[config.mk]
export PLATFORM = sky130hd
export DESIGN_NAME = any1_ifetch_queue
export DESIGN_NICKNAME = d
export VERILOG_FILES = /design/src/rtl/any1_ifetch_queue.sv
export SDC_FILE = /design/constraint.sdc
export NUM_CORES = 1
export LEC_CHECK = 0
export CORE_AREA = 2 2 250 252
export CTS_CLUSTER_SIZE = 28
export DETAILED_ROUTE_END_ITERATION = 10
export DIE_AREA = 0 0 252 254
export GPL_TIMING_DRIVEN = 0
export PLACE_DENSITY_LB_ADDON = 0.25
export SLEW_MARGIN = 25
export SYNTH_ARGS = -nofsm -noshare
export SYNTH_HDL_FRONTEND = slang
export SYNTH_SLANG_ARGS = --single-unit
[constraint.sdc]
create_clock -name clk_i -period 11.25 [get_ports clk_i]
set_clock_uncertainty 0.2 [all_clocks]
set_input_delay 2.25 -clock clk_i [delete_from_list [all_inputs] [get_ports clk_i]]
set_output_delay 2.25 -clock clk_i [all_outputs]
set_load 0.02 [all_outputs]
[src/rtl/any1_ifetch_queue.sv]
// Align-to-decode instruction FIFO; head visible one cycle after push (zero with IFQ_BYPASS_EN).
// in_rdy_o depends on registered occupancy only; flush empties the queue on the next edge.
module any1_ifetch_queue #(
  parameter int DEPTH = 4,
  parameter int AWID  = 32,
  parameter int RIDW  = 5,
  parameter int SWID  = 3
) (
  input  logic                    clk_i,
  input  logic                    rst_i,
  input  logic                    flush_i,
  input  logic                    in_v_i,
  output logic                    in_rdy_o,
  input  logic [63:0]             in_ir_i,
  input  logic [AWID-1:0]         in_ip_i,
  input  logic [AWID-1:0]         in_pip_i,
  input  logic [RIDW-1:0]         in_rid_i,
  input  logic [SWID-1:0]         in_stream_i,
  input  logic                    in_pt_i,
  output logic                    out_v_o,
  input  logic                    out_rdy_i,
  output logic [63:0]             out_ir_o,
  output logic [AWID-1:0]         out_ip_o,
  output logic [AWID-1:0]         out_pip_o,
  output logic [RIDW-1:0]         out_rid_o,
  output logic [SWID-1:0]         out_stream_o,
  output logic                    out_pt_o,
  output logic [$clog2(DEPTH):0]  count_o,
  output logic                    afull_o
);

  localparam int PW = $clog2(DEPTH);
  localparam int CW = PW + 1;
  localparam int EW = 64 + 2*AWID + RIDW + SWID + 1;
  localparam logic [CW-1:0] FULL_CNT  = CW'(DEPTH);
  localparam logic [CW-1:0] AFULL_CNT = CW'(DEPTH - 1);

  logic [EW-1:0] mem [DEPTH];
  logic [PW-1:0] rd_ptr, wr_ptr;
  logic [CW-1:0] count;
  logic [EW-1:0] entry_in, out_ent;
  logic          occupied, push, pop, pass;

  assign entry_in = {in_ir_i, in_ip_i, in_pip_i, in_rid_i, in_stream_i, in_pt_i};
  assign occupied = (count != '0);
  assign in_rdy_o = (count != FULL_CNT);
  assign count_o  = count;
  assign afull_o  = (count >= AFULL_CNT);

`ifdef IFQ_BYPASS_EN
  logic bypass;
  // Empty queue forwards the incoming packet; it is only stored if decode stalls.
  assign bypass  = ~occupied & in_v_i & ~flush_i;
  assign out_v_o = occupied | bypass;
  assign out_ent = occupied ? mem[rd_ptr] : (bypass ? entry_in : '0);
  assign pass    = bypass & out_rdy_i;
`else
  assign out_v_o = occupied;
  assign out_ent = occupied ? mem[rd_ptr] : '0;
  assign pass    = 1'b0;
`endif

  assign {out_ir_o, out_ip_o, out_pip_o, out_rid_o, out_stream_o, out_pt_o} = out_ent;

  assign push = in_v_i & in_rdy_o & ~pass;
  assign pop  = occupied & out_rdy_i;

  always_ff @(posedge clk_i) begin
    if (rst_i || flush_i) begin
      rd_ptr <= '0;
      wr_ptr <= '0;
      count  <= '0;
    end else begin
      if (push) wr_ptr <= wr_ptr + 1'b1;
      if (pop)  rd_ptr <= rd_ptr + 1'b1;
      case ({push, pop})
        2'b10:   count <= count + 1'b1;
        2'b01:   count <= count - 1'b1;
        default: count <= count;
      endcase
    end
  end

  always_ff @(posedge clk_i) begin
    if (push && !flush_i && !rst_i) mem[wr_ptr] <= entry_in;
  end

endmodule
==> reports/summary.txt, run 1 <==
Sum Neg Setup Slack = 0 ns
post-route DRC violation count = 0
Net Sw Power = 947 uW
maximum number of pins on one net before global-route repair = 40
ratio of final minimum period to clock period = 0.514
synthesized flop and latch total = 557
clock power share = 0.437
per-cell routed wire length = 22.0 um
RR Startpoint = count_o[2]
Tightest Pin Transition = 0.751 ns
number of nets with antenna violations after routing = 0
CTS resizes = 0
detailed-route vias per instance = 4.79
sum of overflow across all layers after global routing = 0
Worst Hold Depth = 2
Worst EP required = 8.80 ns
worst slew margin relative to its limit = 0.499
floorplan die area = 64000 sq um
worst-skew pair later-pin latency = 0.60 ns
clock sink total = 557
post-synthesis average cell area = 23.0 sq um
area taken by multi-input logic gates = 4250 sq um
first-pass GRT wire length = 69300 um
combinational fraction of design power = 0.062
input/output buffers = 284
time the worst path needs with I/O delays and setup = 5.78 ns
Synth Net Count = 1070
final setup slack of the worst path = 5.47 ns
maximum level of the CTS H-tree = 2
highest clock rate = 173 MHz
wirelength, routed = 46800 um
number of antenna violations at the first check in global routing = 11
post-route standard cell area excluding fillers = 27400 sq um
Layout fillers = 5297
total power per unit cell area = 168 nW/um^2
Slew Limit Fails = 0
Setup crit end kind = output port
clk slew on worst S/H paths = 0.06 ns
end point of the worst hold path = wr_ptr[0]
FF+latch area = 16600 sq um
worst hold path class = reg -> reg
floorplan die width = 252 um
cell count after synthesis = 922
fraction of layout instances using a drive strength above 1 = 0.215
part of the power in registers = 0.501
placed instance area = 25400 sq um
clock tree from TritonCTS = done
Hold Buf Count CTS = 0
Worst R2R Setup Slack = 8.41 ns
Num CTS Buffers = 59
via total after detailed routing = 10200
start-to-end type of the worst setup path = reg -> out
Hold Vio Cnt, Final = 0
Leakage Power = 8.64 nW
worst supply voltage drop on vdd = 0.122 mV
netlist area before placement = 21200 sq um
antenna fix cells = 0
post-place setup slack = 5.96 ns
buffers from clock root to sink, at most = 3
Layout Utilization = 0.448
site row count = 91
worst hold path startpoint = wr_ptr[0]
number of global-route vias before repair = 11000
depth of the worst register-to-register path = 10
Area growth syn-to-layout = 29.4%
nets = 1431
total global-route track usage = 0.147
count of TritonRoute iterations in the first routing pass = 4
max-capacitance violation count = 0
endpoint of the most critical register-to-register path = count_o[2]
placeable core area = 61300 sq um
Final setup viols = 0
CP cell instances = or3_1 > buf_2 > clkbuf_1 > and2_1 > clkdlybuf4s50_1
maximum fanout along the worst path = 10
gpl congestion = 0.689
data arrival time at the worst-slack endpoint = 3.33 ns
yosys warns = 0
total internal power = 3.65 mW
run status = complete, no violations
post-synth cell types = 27
Slowest Stage Delay on Critical Path = 0.73 ns
critical path's slowest cell = clkdlybuf4s50_1
fraction of the yosys area taken by sequential cells = 0.785
share of total power consumed by net switching = 0.206
Critical Path Source Type = flop
vertical extent of the die = 254 um
setup repair after global routing missed its margin = false
root buffer cell = clkbuf_16
number of setup buffers added after CTS = 0
Boundary Pins = 285
detailed placer's ending HPWL = 29800 um
Starting Density = 0.346
first-iteration detailed-routing DRC count = 518
cells by family (layout without fill, tap and decap cells):
| kind of cell | count (synthesis) | in the layout | share of synthesized area |
|---|---|---|---|
| adders and majority gates | 6 | 6 | 0.00389 |
| xor gates and xnor gates | 4 | 4 | 0.00165 |
| muxes | 138 | 138 | 0.146 |
| buffers and inverters | 54 | 464 | 0.0161 |
| AOI/OAI and AO/OA | 7 | 7 | 0.00248 |
| DFF | 557 | 557 | 0.785 |
| and+or+nand+nor | 156 | 156 | 0.0454 |
power groups by stage:
stage               logic [mW]  registers, mW  clock network [mW]
floorplan                0.120           2.35                   0
global placement         0.283           2.36                   0
detailed placement       0.290           2.35                   0
CTS                      0.292           2.31                2.08
global route             0.307           2.31                2.15
finish                   0.285           2.31                2.01
registers in the layout, indices dropped and copies added (netlist names), named ones only:
name / cells
mem: 548
count_o: 3
rd_ptr: 2
wr_ptr: 2
cell usage in the layout (no fill, tap or decap), types with 7 or more instances in the layout:
master           count
and2_1             137
buf_12              11
buf_2               15
buf_6               16
bufinv_16           10
clkbuf_1            24
clkbuf_16           60
clkdlybuf4s50_1    284
clkinv_1            10
clkinv_2            11
dfxtp_1              9
edfxtp_1           548
inv_1                7
mux4_2             137
nor2_1               7
area by class of cell:
type / instances / area share
repair buffers: 300 / 0.117
plain buffers: 47 / 0.0115
flip-flops and latches: 557 / 0.606
well taps: 790 / 0.0360
inverters: 7 / 0.000957
clock inverters: 42 / 0.0181
clock buffers: 68 / 0.0558
multi-input cells: 311 / 0.155
synthesized netlist by cell type:
cell	instances	area, sq um
a21o_2	1	8.76
a21oi_1	2	10.0
and2_1	137	857
and2_4	1	8.76
and3_1	4	25.0
buf_2	15	75.1
buf_6	16	180
clkbuf_1	16	60.1
dfxtp_1	9	180
edfxtp_1	548	16500
fa_1	1	20.0
ha_1	5	62.6
inv_1	7	26.3
mux2i_1	1	10.0
mux4_2	137	3090
nand2_1	2	7.51
nand4_1	1	6.26
nor2_1	7	26.3
o21ai_0	1	5.00
o311ai_0	1	8.76
o31ai_1	1	7.51
o31ai_2	1	12.5
or2_2	1	6.26
or3_1	1	6.26
or3_2	1	7.51
or3b_4	1	11.3
xor2_1	4	35.0
worst max path at each step:
| stage | startpoint | to | slack (ns) | depth (start not counted) |
|---|---|---|---|---|
| finish | count_o[0] | out_ip_o[28] | 5.47 | 5 |
| CTS | count_o[0] | out_ir_o[0] | 5.28 | 5 |
| global route | count_o[0] | out_ir_o[0] | 5.17 | 5 |
| detailed placement | count_o[0] | out_ir_o[0] | 5.96 | 5 |
| global placement | flush_i | mem[2][42] | 1.07 | 3 |
| floorplan | flush_i | mem[0][0] | 4.81 | 2 |
critical path: cells and delay by family (launching register included):
kind,cells,cell delay (ns)
DFF,1,0.52
and+or+nand+nor,2,0.43
buffers and inverters,3,1.77
per-stage QoR:
| stage | cells | hold WS [ns] | total power, mW |
|---|---|---|---|
| floorplan | 922 | 0.269 | 2.47 |
| global placement | 1996 | 0.284 | 2.64 |
| detailed placement | 2012 | 0.318 | 2.64 |
| CTS | 2122 | 0.338 | 4.68 |
| global route | 2122 | 0.369 | 4.77 |
| finish | 2122 | 0.326 | 4.60 |
per-layer routing:
| layer | global-route usage | vias up | share of wire |
|---|---|---|---|
| li1 | - | 4514 | - |
| met1 | 0.189 | 5275 | 0.42 |
| met2 | 0.235 | 275 | 0.48 |
| met3 | 0.0542 | 81 | 0.082 |
| met4 | 0.0350 | 22 | 0.017 |
| met5 | 0 | - | 0.0032 |
Power figures use the tool's default switching activity.
==> inputs of run 2 (changes only) <==
- clock period: 11.25 -> 5.1 ns (I/O delays scaled with it)
==> run 2 against run 1 <==
  * Register-to-register slack lost 6.2 ns
  * Utilization shrank 0.27 points
  * Worst hold slack lost 0.016 ns
  * Combinational power grew 120%
  * Wire length shrank 1.5%
==> reports/summary.txt, run 2 (synthesis gave the netlist of run 1 again) <==
Min Hold Slack = 0.309 ns (was 0.326 ns)
antenna fix cells = 0 (unchanged)
Tightest Pin Transition = 0.791 ns (was 0.751 ns)
start-to-end type of the worst setup path = reg -> out (unchanged)
gpl congestion = 0.693 (was 0.689)
maximum number of pins on one net before global-route repair = 42 (was 40)
maximum level of the CTS H-tree = 2 (unchanged)
Critical Path Source Type = flop (unchanged)
total power per unit cell area = 361 nW/um^2 (was 168 nW/um^2)
sum of overflow across all layers after global routing = 0 (unchanged)
clock tree from TritonCTS = done (unchanged)
max-capacitance violation count = 0 (unchanged)
first-pass GRT wire length = 68200 um (was 69300 um)
time the worst path needs with I/O delays and setup = 4.59 ns
via total after detailed routing = 10100 (was 10200)
Leakage Power = 8.56 nW (was 8.64 nW)
Sum Neg Setup Slack = 0 ns (unchanged)
data arrival time at the worst-slack endpoint = 3.37 ns (was 3.33 ns)
Hold Vio Cnt, Final = 0 (unchanged)
Area growth syn-to-layout = 28.6% (was 29.4%)
per-cell routed wire length = 21.8 um (was 22.0 um)
Boundary Pins = 285 (unchanged)
buffers from clock root to sink, at most = 3 (unchanged)
nets = 1429 (was 1431)
Final setup viols = 0 (unchanged)
Setup crit end = out_ir_o[0] (was out_ip_o[28])
worst slew margin relative to its limit = 0.473 (was 0.499)
commonest non-fill, non-tap cells in the layout = 548 x edfxtp_1, 284 x clkdlybuf4s50_1, 137 x mux4_2, 137 x and2_1, 62 x clkbuf_16 (was 548 x edfxtp_1, 284 x clkdlybuf4s50_1, 137 x mux4_2, 137 x and2_1, 60 x clkbuf_16)
depth of the worst register-to-register path = 10 (unchanged)
highest clock rate = 218 MHz
total global-route track usage = 0.143 (was 0.147)
launching element of the worst setup path = count_o[1] (was count_o[0])
most common cell after layout, fill and taps aside = edfxtp_1 (unchanged)
number of nets with antenna violations after routing = 0 (unchanged)
root buffer cell = clkbuf_16 (unchanged)
post-route DRC violation count = 0 (unchanged)
first-iteration detailed-routing DRC count = 560 (was 518)
Slew Limit Fails = 0 (unchanged)
number of global-route vias before repair = 10800 (was 11000)
run status = complete, no violations (unchanged)
vertical extent of the die = 254 um (unchanged)
detailed-route vias per instance = 4.77 (was 4.79)
number of antenna violations at the first check in global routing = 6 (was 11)
floorplan die area = 64000 sq um (unchanged)
ratio of final minimum period to clock period = 0.900
clk slew on worst S/H paths = 0.06 ns (about the same)
site row count = 91 (unchanged)
number of setup buffers added after CTS = 0 (unchanged)
post-place setup slack = 1.02 ns (was 5.96 ns)
Reg with most FFs = mem (unchanged)
non-filler cells in the finished layout = 2116 (was 2122)
Num CTS Buffers = 60 (was 59)
worst hold path class = reg -> reg (unchanged)
Setup crit end kind = output port (unchanged)
input/output buffers = 284 (unchanged)
setup repair after global routing missed its margin = false (unchanged)
wirelength, routed = 46100 um (was 46800 um)
CTS resizes = 0 (unchanged)
Hold Buf Count CTS = 0 (unchanged)
RR Startpoint = count_o[2] (unchanged)
floorplan die width = 252 um (unchanged)
Starting Density = 0.346 (unchanged)
worst-skew pair later-pin latency = 0.61 ns (was 0.60 ns)
Largest register FFs = 548 (unchanged)
detailed placer's ending HPWL = 29100 um (was 29800 um)
clock sink total = 557 (unchanged)
worst supply voltage drop on vdd = 0.245 mV (was 0.122 mV)
count of TritonRoute iterations in the first routing pass = 4 (unchanged)
fraction of layout instances using a drive strength above 1 = 0.207 (was 0.215)
final setup slack of the worst path = 0.509 ns (was 5.47 ns)
placeable core area = 61300 sq um (unchanged)
Worst EP required = 3.88 ns (was 8.80 ns)
Cells after DPL = 2009 (was 2012)
maximum fanout along the worst path = 10 (unchanged)
endpoint of the most critical register-to-register path = count_o[2] (unchanged)
Worst R2R Setup Slack = 2.22 ns (was 8.41 ns)
[run 2: critical path: stages, from the launching register on]
cell and delay [ns]:
dfxtp_1 0.55, or3_1 0.20, buf_2 0.44, clkbuf_1 0.57, and2_1 0.23, clkdlybuf4s50_1 0.77
[run 2: report_power, final]
group | total [mW] | internal (mW) | switching [mW]
registers | 5.09 | 5.08 | 0.0121
logic | 0.627 | 0.317 | 0.310
clock network | 4.13 | 2.41 | 1.72
[run 2: final cells by class]
type | count | area, sq um
Inverter | 7 | 26.3
Tap cell | 790 | 988
Timing Repair Buffer | 297 | 3190
Sequential cell | 557 | 16600
Fill cell | 5291 | 34000
Buffer | 47 | 315
Multi-Input combinational cell | 311 | 4250
Clock buffer | 75 | 1600
Clock inverter | 32 | 277
[run 2: per-layer routing]
layer | part of all wire | vias up | wire [um] | track usage
li1 | - | 4501 | - | -
met1 | 0.43 | 5262 | 19600 | 0.185
met2 | 0.49 | 244 | 22400 | 0.235
met4 | 0.019 | 10 | 867 | 0.0372
met3 | 0.067 | 78 | 3070 | 0.0453
met5 | 0.0013 | - | 59 | 0
[run 2: stage by stage]
stage | area (sq um) | util | total power, mW
floorplan | 21200 | - | 5.45
global placement | 25000 | 0.409 | 5.81
detailed placement | 25400 | 0.415 | 5.83
CTS | 27300 | 0.445 | 9.99
global route | 27300 | 0.445 | 10.2
finish | 27300 | 0.445 | 9.85
[run 2: how the worst min path moves through the flow]
| stage | from | to | slack [ns] | cells past startpoint |
|---|---|---|---|---|
| after floorplan | wr_ptr[0] | wr_ptr[0] | 0.27 | 2 |
| after global placement | wr_ptr[0] | wr_ptr[0] | 0.29 | 2 |
| after detailed placement | wr_ptr[0] | wr_ptr[0] | 0.30 | 2 |
| after CTS | wr_ptr[0] | wr_ptr[0] | 0.31 | 2 |
| after global routing | wr_ptr[0] | wr_ptr[0] | 0.33 | 2 |
| final | wr_ptr[0] | wr_ptr[0] | 0.31 | 2 |
==> inputs of run 3 (changes only) <==
- PLACE_DENSITY_LB_ADDON: 0.25 -> 0.08
==> run 3 against run 2 <==
  * Worst hold slack improved by 0.0020 ns
  * Worst setup slack improved by 0.073 ns
  * Critical path depth did not move
  * Fmax rose by 1.6%
  * First-iteration DRC count fell by 2.5%
  * Clock power rose by 2%
  * Die area did not move
  * Sequential power barely moved
==> reports/summary.txt, run 3 (synthesis gave the netlist of run 1 again) <==
number of antenna violations at the first check in global routing = 7 (was 6)
Design Power = 9.95 mW (was 9.85 mW)
maximum level of the CTS H-tree = 2 (unchanged)
critical path's top delay family = buffers and inverters (unchanged)
RR Startpoint = count_o[2] (unchanged)
FF+latch area = 16600 sq um (unchanged)
Critical Path Source Type = flop (unchanged)
worst-skew pair later-pin latency = 0.61 ns (about the same)
buffers from clock root to sink, at most = 3 (unchanged)
post-route DRC violation count = 0 (unchanged)
Worst R2R Setup Slack = 2.32 ns (was 2.22 ns)
Setup crit end kind = output port (unchanged)
Layout fillers = 5314 (was 5291)
time the worst path needs with I/O delays and setup = 4.52 ns (was 4.59 ns)
ratio of final minimum period to clock period = 0.886 (was 0.900)
detailed placer's ending HPWL = 29700 um (was 29100 um)
placeable core area = 61300 sq um (unchanged)
Slew Limit Fails = 0 (unchanged)
root buffer cell = clkbuf_16 (unchanged)
setup repair after global routing missed its margin = false (unchanged)
number of global-route vias before repair = 10900 (was 10800)
site row count = 91 (unchanged)
run status = complete, no violations (unchanged)
Worst EP required = 3.88 ns (about the same)
clk slew on worst S/H paths = 0.06 ns (about the same)
Slowest Stage Delay on Critical Path = 0.71 ns (was 0.77 ns)
fraction of layout instances using a drive strength above 1 = 0.205 (was 0.207)
Reg with most FFs = mem (unchanged)
total global-route track usage = 0.149 (was 0.143)
highest clock rate = 221 MHz (was 218 MHz)
sum of buffers and inverters on the critical path = 3 (unchanged)
Final setup viols = 0 (unchanged)
post-place setup slack = 1.04 ns (was 1.02 ns)
input/output buffers = 284 (unchanged)
Leakage Power = 8.58 nW (was 8.56 nW)
total power per unit cell area = 364 nW/um^2 (was 361 nW/um^2)
final setup slack of the worst path = 0.582 ns (was 0.509 ns)
start-to-end type of the worst setup path = reg -> out (unchanged)
most common cell after layout, fill and taps aside = edfxtp_1 (unchanged)
number of nets with antenna violations after routing = 0 (unchanged)
Largest register FFs = 548 (unchanged)
commonest non-fill, non-tap cells in the layout = 548 x edfxtp_1, 284 x clkdlybuf4s50_1, 137 x mux4_2, 137 x and2_1, 61 x clkbuf_16 (was 548 x edfxtp_1, 284 x clkdlybuf4s50_1, 137 x mux4_2, 137 x and2_1, 62 x clkbuf_16)
per-cell routed wire length = 22.4 um (was 21.8 um)
worst slew margin relative to its limit = 0.543 (was 0.473)
via total after detailed routing = 10100 (about the same)
launching element of the worst setup path = count_o[0] (was count_o[1])
floorplan die area = 64000 sq um (unchanged)
Boundary Pins = 285 (unchanged)
first-pass GRT wire length = 70000 um (was 68200 um)
wirelength, routed = 47400 um (was 46100 um)
worst hold path startpoint = wr_ptr[0] (unchanged)
area taken by multi-input logic gates = 4250 sq um (unchanged)
Tightest Pin Transition = 0.686 ns (was 0.791 ns)
CP cell instances = or3_1 > buf_2 > clkbuf_1 > and2_1 > clkdlybuf4s50_1 (unchanged)
clock sink total = 557 (unchanged)
data arrival time at the worst-slack endpoint = 3.30 ns (was 3.37 ns)
first-iteration detailed-routing DRC count = 546 (was 560)
floorplan die width = 252 um (unchanged)
clock tree from TritonCTS = done (unchanged)
gpl congestion = 0.687 (was 0.693)
CTS resizes = 0 (unchanged)
nets = 1431 (was 1429)
count of TritonRoute iterations in the first routing pass = 4 (unchanged)
Hold Buf Count CTS = 0 (unchanged)
max-capacitance violation count = 0 (unchanged)
Num CTS Buffers = 60 (unchanged)
antenna fix cells = 0 (unchanged)
sum of overflow across all layers after global routing = 0 (unchanged)
Area growth syn-to-layout = 28.9% (was 28.6%)
worst hold path class = reg -> reg (unchanged)
vertical extent of the die = 254 um (unchanged)
detailed-route vias per instance = 4.75 (was 4.77)
Hold Vio Cnt, Final = 0 (unchanged)
critical path's slowest cell = clkdlybuf4s50_1 (unchanged)
maximum fanout along the worst path = 10 (unchanged)
maximum number of pins on one net before global-route repair = 38 (was 42)
number of setup buffers added after CTS = 0 (unchanged)
worst supply voltage drop on vdd = 0.258 mV (was 0.245 mV)
Starting Density = 0.346 (unchanged)
Layout Utilization = 0.446 (was 0.445)
## run 3: worst reg2reg max path: cells and delay by family, from the launching register on
kind	cells	cell delay (ns)
AND/OR/NAND/NOR	3	1.00
XOR/XNOR	1	0.16
adder cells (fa/ha/maj)	2	0.55
flip-flops	1	0.43
buffers and inverters	3	0.25
AO/OA/AOI/OAI	1	0.14
## run 3: path summary, 6_finish.rpt
path,to,cells past startpoint
worst min-delay path,wr_ptr[0],2
worst min register to register,wr_ptr[0],2
worst max-delay path,out_ip_o[28],5
worst max register to register,count_o[2],10
## run 3: power breakdown
group	internal (mW)	leakage, nW	switching, mW	total (mW)
sequential	5.08	5.02	0.0116	5.09
clock	2.53	0.923	1.70	4.23
combinational	0.318	2.63	0.312	0.630
total	7.92	8.58	2.03	9.95
## run 3: area by class of cell
type,instances,share of cell area
multi-input cells,311,0.155
clock buffers,76,0.0579
flip-flops and latches,557,0.608
repair buffers,299,0.117
inverters,7,0.000961
clock inverters,32,0.0122
well taps,790,0.0362
plain buffers,47,0.0115
## run 3: through the flow
stage	hold WS, ns	setup TNS [ns]	instances	instance area [sq um]
global route	0.359	0	2119	27300
finish	0.311	0	2119	27300
detailed placement	0.299	0	2011	25400
global placement	0.295	-424.71	1996	25000
CTS	0.307	0	2119	27300
floorplan	0.269	0	922	21200
## run 3: per-layer routing
metal / wire length [um] / up-vias / track usage
met5: 91 / - / 0
met4: 927 / 14 / 0.0382
met3: 3180 / 74 / 0.0470
met2: 23200 / 227 / 0.247
met1: 20000 / 5246 / 0.189
li1: - / 4506 / -
